<file path="config.mk">
export PLATFORM = sky130hd
export DESIGN_NAME = uart_receiver
export DESIGN_NICKNAME = d
export VERILOG_FILES = /design/src/rtl/uart_pkg.sv /design/src/rtl/uart_sync2.sv /design/src/rtl/uart_receiver.sv
export SDC_FILE = /design/constraint.sdc
export NUM_CORES = 1
export LEC_CHECK = 0
export ABC_CLOCK_PERIOD_IN_PS = 2100
export CAP_MARGIN = 10
export CORE_MARGIN = 5
export CORE_UTILIZATION = 51
export DETAILED_ROUTE_END_ITERATION = 6
export GPL_ROUTABILITY_DRIVEN = 1
export PLACE_DENSITY = 0.7
export SETUP_SLACK_MARGIN = 0.5
export SLEW_MARGIN = 10
export SYNTH_ARGS = -nofsm -noshare
export SYNTH_HDL_FRONTEND = slang
export SYNTH_HIERARCHICAL = 1
export SYNTH_SLANG_ARGS = --single-unit
export TNS_END_PERCENT = 1
</file>
<file path="constraint.sdc">
create_clock -name clk -period 2.1 [get_ports clk]
set_clock_uncertainty 0.15 [all_clocks]
set_input_delay 0.21 -clock clk [delete_from_list [all_inputs] [get_ports clk]]
set_output_delay 0.21 -clock clk [all_outputs]
set_load 0.02 [all_outputs]
</file>
<file path="src/rtl/uart_pkg.sv">
// uart_pkg: shared UART FSM states, bit-period defaults and counter sizing helpers
package uart_pkg;
  typedef enum logic [2:0] {IDLE, START, DATA, STOP, WAIT_HIGH, PARITY} state_t;
  localparam int DEF_CLKS_PER_BIT = 868;
  localparam int DEF_HALF_BIT = DEF_CLKS_PER_BIT / 2;
  localparam int DATA_BITS = 8;
  function automatic int half_bit(input int clks);
    return clks / 2;
  endfunction
  function automatic int cnt_width(input int clks);
    return $clog2(clks);
  endfunction
endpackage

</file>
<file path="src/rtl/uart_sync2.sv">
// uart_sync2: 2-flop synchroniser (clk, rst active-low async, d -> q) with RST_VAL preset
module uart_sync2 #(
  parameter logic RST_VAL = 1'b1
) (
  input  logic clk,
  input  logic rst,
  input  logic d,
  output logic q
);
  logic [1:0] ff;
  always_ff @(posedge clk or negedge rst)
    if (!rst) ff <= {2{RST_VAL}};
    else ff <= {ff[0], d};
  assign q = ff[1];
endmodule

</file>
<file path="src/rtl/uart_receiver.sv">
// uart_receiver: 8N1 UART rx (rxd -> data/valid/frame_err/busy, rst active-low async); UART_RX_PARITY_EN adds 8E1 and parity_err
module uart_receiver
  import uart_pkg::*;
#(
  parameter int CLKS_PER_BIT = DEF_CLKS_PER_BIT
) (
  input  logic                 clk,
  input  logic                 rst,
  input  logic                 rxd,
  output logic [DATA_BITS-1:0] data,
  output logic                 valid,
  output logic                 frame_err,
`ifdef UART_RX_PARITY_EN
  output logic                 parity_err,
`endif
  output logic                 busy
);
  localparam int CW = cnt_width(CLKS_PER_BIT);
  localparam int BW = $clog2(DATA_BITS);
  localparam logic [CW-1:0] BIT_END = CW'(CLKS_PER_BIT - 1);
  localparam logic [CW-1:0] HALF_END = CW'(half_bit(CLKS_PER_BIT) - 1);
  localparam logic [BW-1:0] LAST_BIT = BW'(DATA_BITS - 1);
  state_t state, state_n;
  logic [CW-1:0] cnt, cnt_n;
  logic [BW-1:0] bit_idx, bit_n;
  logic [DATA_BITS-1:0] shift, shift_n, data_n;
  logic valid_n, ferr_n, rxs;
`ifdef UART_RX_PARITY_EN
  logic par, par_n, perr_n;
`endif
  uart_sync2 #(.RST_VAL(1'b1)) u_sync (.clk(clk), .rst(rst), .d(rxd), .q(rxs));
  assign busy = state != IDLE;
  always_ff @(posedge clk or negedge rst)
    if (!rst) begin
      state <= IDLE;
      cnt <= '0;
      bit_idx <= '0;
      shift <= '0;
      data <= '0;
      valid <= 1'b0;
      frame_err <= 1'b0;
`ifdef UART_RX_PARITY_EN
      par <= 1'b0;
      parity_err <= 1'b0;
`endif
    end else begin
      state <= state_n;
      cnt <= cnt_n;
      bit_idx <= bit_n;
      shift <= shift_n;
      data <= data_n;
      valid <= valid_n;
      frame_err <= ferr_n;
`ifdef UART_RX_PARITY_EN
      par <= par_n;
      parity_err <= perr_n;
`endif
    end
  always_comb begin
    state_n = state;
    cnt_n = cnt + 1'b1;
    bit_n = bit_idx;
    shift_n = shift;
    data_n = data;
    valid_n = 1'b0;
    ferr_n = 1'b0;
`ifdef UART_RX_PARITY_EN
    par_n = par;
    perr_n = 1'b0;
`endif
    case (state)
      IDLE: begin
        cnt_n = '0;
        state_n = rxs ? IDLE : START;
      end
      START: if (cnt == HALF_END) begin
        cnt_n = '0;
        bit_n = '0;
        state_n = rxs ? IDLE : DATA;
      end
      DATA: if (cnt == BIT_END) begin
        cnt_n = '0;
        shift_n[bit_idx] = rxs;
        bit_n = bit_idx + 1'b1;
`ifdef UART_RX_PARITY_EN
        state_n = bit_idx == LAST_BIT ? PARITY : DATA;
`else
        state_n = bit_idx == LAST_BIT ? STOP : DATA;
`endif
      end
`ifdef UART_RX_PARITY_EN
      PARITY: if (cnt == BIT_END) begin
        cnt_n = '0;
        par_n = rxs;
        state_n = STOP;
      end
`endif
      STOP: if (cnt == BIT_END) begin
        cnt_n = '0;
        state_n = rxs ? IDLE : WAIT_HIGH;
        ferr_n = !rxs;
`ifdef UART_RX_PARITY_EN
        perr_n = rxs && ^{shift, par};
        valid_n = rxs && !(^{shift, par});
`else
        valid_n = rxs;
`endif
        data_n = valid_n ? shift : data;
      end
      WAIT_HIGH: begin
        cnt_n = '0;
        state_n = rxs ? IDLE : WAIT_HIGH;
      end
      default: begin
        cnt_n = '0;
        state_n = IDLE;
      end
    endcase
  end
endmodule

</file>
=== Yosys cells after proc, flatten, opt, wreduce, memory -nomap -nowiden ===
Index checks and enable logic that the tools add are counted.

* $add $sub $neg: 2
* Reduce and logical (&&, ||, !) cells: 10
* Multiplexer cells: 21
* Equal/unequal tests: 10
* Magnitude comparators: 2

{| class="wikitable"
|+ Operator list
! cell !! count
|-
| $mux 10 || 2
|-
| $pmux 10 s2 || 1
|-
| $mux 3 || 6
|-
| $pmux 3 s5 || 1
|-
| $add 10x1->10 const B || 1
|-
| $eq 10x10->1 const B || 1
|-
| $eq 10x9->1 const B || 1
|-
| $reduce_and 3->1 || 3
|-
| $bwmux 8 || 1
|-
| $mux 1 || 7
|-
| $eq 3x2->1 const B || 2
|-
| $eq 3x3->1 const B || 2
|-
| $ne 2x2->1 const B || 3
|-
| $pmux 3 s2 || 1
|-
| $lt 3x4->1 const B || 1
|-
| $add 3x1->3 const B || 1
|-
| $demux 1 s3 || 1
|-
| $eq 3x1->1 const B || 1
|-
| $ge 3x1->1 const B || 1
|-
| $logic_not 3->1 || 1
|-
| $reduce_bool 3->1 || 1
|-
| $mux 2 || 1
|-
| $reduce_and 2->1 || 1
|-
| $reduce_bool 2->1 || 1
|-
| other kinds (3) || 3
|}

* Word-level logic and storage cells: 53
* Output and inout port bits: 11
* Flip-flop bits (word level): 36
* Input bits: 3

=== Logic depth before layout (Yosys ltp) ===
* Word-level depth: 5
* Depth in mapped cells: 6
* Mapped depth without buffers: 6

=== By module ===
Netlist, hierarchy kept.

{| class="wikitable"
|+ Modules (own cells, without submodules)
! module !! cells an instance !! instances !! area each (µm²) !! seq. area each (µm²)
|-
| uart_receiver || 136 || 1 || 1607.8 || 850.8
|-
| uart_sync2 || 2 || 1 || 52.6 || 52.6
|}

=== Worst setup path after synthesis ===
OpenSTA, ideal clock, no wires.

* Path type: reg2reg
* From: register cnt[3]
* To: register shift[7]
* Stages on the path, launching flop included: 7
* Data required time: 1823 ps
* Arrival: 1758 ps
* Path slack: 65 ps
* Buffers on the path: 2
* Setup time: 127 ps
* Period minus slack after synthesis: 2035 ps
* Cells stage by stage: dfrtp_1 > or3b_1 > buf_2 > and4bb_4 > buf_8 > nand4_1 > mux2_1

* Cells in the longest elaborated chain, start to end: 2

{| class="wikitable"
|+ Ends and longest elaborated chain
! what !! RTL line !! RTL
|-
| start, declared || uart_receiver.sv:24 || <nowiki>logic [CW-1:0] cnt, cnt_n;</nowiki>
|-
| start signal, assigned || uart_receiver.sv:48 || <nowiki>cnt <= cnt_n;</nowiki>
|-
| $eq 10x10->1 || uart_receiver.sv:81 || <nowiki>DATA: if (cnt == BIT_END) begin</nowiki>
|-
| $reduce_and 2->1 (no line) || n/a ||
|-
| end signal, assigned || uart_receiver.sv:50 || <nowiki>shift <= shift_n;</nowiki>
|-
| end, declared || uart_receiver.sv:26 || <nowiki>logic [DATA_BITS-1:0] shift, shift_n, data_n;</nowiki>
|}

No other way between the ends.
A chain may end at the register's enable or synchronous reset.

=== Final worst setup path ===
* From: register cnt[3]
* To: register data[3]

* Cells in the longest elaborated chain, start to end: 2

{| class="wikitable"
|+ Ends and longest elaborated chain
! what !! RTL line !! RTL
|-
| $eq 10x10->1 || uart_receiver.sv:98 || <nowiki>STOP: if (cnt == BIT_END) begin</nowiki>
|-
| $reduce_and 3->1 (no line) || n/a ||
|-
| end signal, assigned || uart_receiver.sv:51 || <nowiki>data <= data_n;</nowiki>
|-
| end, declared || uart_receiver.sv:10 || <nowiki>output logic [DATA_BITS-1:0] data,</nowiki>
|}

No other way between the ends.

==> summary.md <==
| Metric | Value |
|---|---|
| Die width | approximately 67 um |
| Ys flop type | dfrtp_1 |
| Max-cap violations | 0 |
| Initial antenna violation count | 0 |
| Worst-path maximum fanout | 8 |
| Worst Path Class, Setup | reg2reg |
| Core area | 3080 um^2 |
| CTS buffer count | 5 |
| FFs w/ async S/R, synth | 1.00 |
| Drt initial violations | 104 |
| Clock latency on the worst-skew pair | 350 ps |
| Mux contribution to synthesized area | 0.115 |
| Initial core utilization | 0.539 |
| Register Area | 905 um^2 |
| Syn nets | 145 |
| Cts hold-fix bufs | 0 |
| Nature of the critical path startpoint | flip-flop |
| Vias in the first global route | 1259 |
| Synth Area in Compound Gates | 0.0558 |
| Largest family of logic cells by synthesized area | simple AND/OR/NAND/NOR gates |
| Largest net degree at the start of global routing | 37 |
| TritonCTS clock tree | yes |
| Final setup viols | 0 |
| Vias per Instance | 5.61 |
| RSZ-0062 raised after global routing | yes |
| Total Wirelength | 3.44 mm |
| Area Growth Syn to Fin | 22.4% |
| Post-layout util | 0.660 |
| Post-Syn Instances | 138 |
| # port buffers | 13 |
| Met3 usage | 0.0422 |
| Grt total ovfl | 0 |
| Cell breakdown of the critical path | or3b_4, and4bb_4, buf_4, nand3_4, mux2_2 |
| Gr usage total | 0.181 |
| CTS H-tree depth | 2 |
| Worst-Margin Slew | 453 ps |
| Post-DP HPWL | 2.24 mm |
| Design area | 2030 um^2 |
| Remaining antenna violation count | 0 |
| # DRC | 0 |
| Worst EP arrival | around 2100 ps |
| Worst vdd ir | 0.627 mV |
| Relative slew margins | 0.698 |
| Pre-CTS setup slack | between 20 and 30 ps |
| Synth cell types | 38 |
| Final nets | 173 |
| N_diodes | 0 |
| LEAKAGE | between 0.9 and 1 nW |
| GR Util met1 | 0.243 |
| Average wire per standard cell | 16.3 um |
| Yosys warns | 6 |
| Final Worst Setup Slack | 77.9 ps |
| Tcrit/Tclk final | 0.963 |
| Clock sinks | 36 |
| Tmin final | 2020 ps |
| Synth Area in Simple Gates | 0.184 |
| Worst-path clk slew | 120 ps |
| Layer with the highest usage | met2 |
| CP Capture Type | flip-flop |
| Worst-case clock buffer depth | 2 |
| RD Place Congestion | 0.841 |
| Slowest CP cell | or3b_4 |
| DRT Pass-1 Iters | 4 |
| Multi-input logic area | between 700 and 800 um^2 |
| WP data required | about 2200 ps |
| Post-Layout Cell Count | 211 |
| Final slew viol count | 0 |
| Post-synth EDFFs | 0 |
| Final setup TNS | 0 ps |
| Share of cells above drive strength 1 | 0.281 |
| Syn_area_per_cell | roughly 12 um^2 |
| Max incr delay on CP | 410 ps |
| Hold Fails Final Rpt | 0 |
| #FFs+latches synth | 36 |
| Proportion of synthesized chip area in sequential cells | 0.544 |
| Die height | ~67 um |
| Post-Synthesis Cell Area | 1660 um^2 |
| Cell area power density | roughly 620 nW/um^2 |
| Via total after detailed routing | 1184 |
| Cell Area, Placed | 1860 um^2 |
| Run status | finished, final reports clean |
| Adder and majority gate portion of the synthesized area | 0.0301 |
| Top delay family on crit path | simple AND/OR/NAND/NOR gates |
| HP Class | in2async |
| DP Cell Count | a little under 200 |
| Num rows | 20 |
| First-pass GRT wire length | 5.95 mm |
| CTS Root Cell | clkbuf_4 |
| Ports | 14 |
| Critical path buffers and inverters | 1 |
| Fmax | around 500 MHz |
| Fillers | 242 |
| Post-synthesis xor/xnor area fraction | 0.0422 |
| DIE AREA | 4500 um^2 |
| Routing usage on met2 | 0.266 |
-- synth_stat cells (2+ instances only) --
master      n  share of area
clkbuf_1    2         0.0045
dfrtp_1    34           0.51
nand2_1     8          0.018
nor2_1      4         0.0090
or2_2       2         0.0075
dfstp_2     2          0.032
o2bb2ai_1   3          0.016
a22oi_1     2         0.0090
ha_1        4          0.030
nand3_1     5          0.015
and3_1      3          0.011
a21oi_1     4          0.012
xor2_1      5          0.026
mux2_1      2          0.014
nand4b_1    4          0.021
buf_2       2         0.0060
xnor2_1     3          0.016
nand4_1     4          0.015
inv_1       2         0.0045
or3_1       2         0.0075
nor3_1     11          0.033
mux2_2     14          0.095
-- what timing repair did --
item	in CTS	in global routing
pin swaps	1	2
gates resized for setup	4	3
endpoints found under the setup margin	45	45
setup buffers	4	4
-- per-layer routing --
metal / wire (um) / vias up
met2: 1620 / 17
met3: 95 / 8
met4: 85 / 0
met1: 1640 / 597
li1: - / 562
met5: 0 / -
-- where the power goes --
part / internal (mW) / leakage, nW / switching (mW)
logic: 0.00537 / 0.395 / 0.0135
registers: 0.696 / 0.481 / 0.00498
clock network: 0.316 / 0.0515 / 0.233
total: 1.02 / 0.928 / 0.251
-- stage by stage --
| step | power (mW) | hold slack, ps |
|---|---|---|
| 6_report | 1.27 | 107 |
| 5_1_grt | 1.32 | 110 |
| 4_1_cts | 1.29 | 92.6 |
| 3_5_place_dp | 0.734 | 200 |
| 3_3_place_gp | 0.733 | 198 |
| 2_1_floorplan | 0.714 | -236 |
-- sequential cells by signal, summed over array words and instances (netlist names) --
| signal | cells |
|---|---|
| data | 8 |
| u_sync/ff | 2 |
| cnt | 10 |
| bit_idx | 3 |
| state | 3 |
| shift | 8 |
| valid | 1 |
| frame_err | 1 |
-- placed cells by master (no fill, tap or decap), drive strengths merged, types with 3 or more instances in the layout --
| master | count |
|---|---|
| mux2 | 16 |
| and3 | 3 |
| a21oi | 4 |
| buf | 15 |
| nor2 | 4 |
| clkdlybuf4s50 | 12 |
| xor2 | 5 |
| nand4b | 4 |
| xnor2 | 3 |
| dfrtp | 34 |
| clkbuf | 7 |
| nand4 | 4 |
| nand3 | 6 |
| nand2 | 8 |
| nor3 | 11 |
| ha | 4 |
| o2bb2ai | 3 |
-- cells by family after synthesis --
group | Yosys count
DFF | 36
xor gates and xnor gates | 8
buffers and inverters | 9
AOI/OAI and AO/OA | 13
muxes | 17
adders and majority gates | 4
and+or+nand+nor | 51
-- path summary, 6_finish.rpt --
path / startpoint / end / depth (start not counted) / slack [ps]
min reg2reg: u_sync/ff[0] / u_sync/ff[1] / 0 / 210
max in group asynchronous: rst / u_sync/ff[0] / 2 / 1350
min: rst / bit_idx[2] / 2 / 110
min in group clk: rxd / u_sync/ff[0] / 1 / 110
max reg2reg: cnt[3] / data[3] / 5 / 80
max: cnt[3] / data[3] / 5 / 80
-- layout make-up --
cell class,instances,area share
timing repair buffer,28,0.121
clock inverter,1,0.0148
multi-input combinational,93,0.357
clock buffer,7,0.0320
tap,44,0.0271
inverter,2,0.00369
sequential,36,0.445
Power figures use the tool's default switching activity.
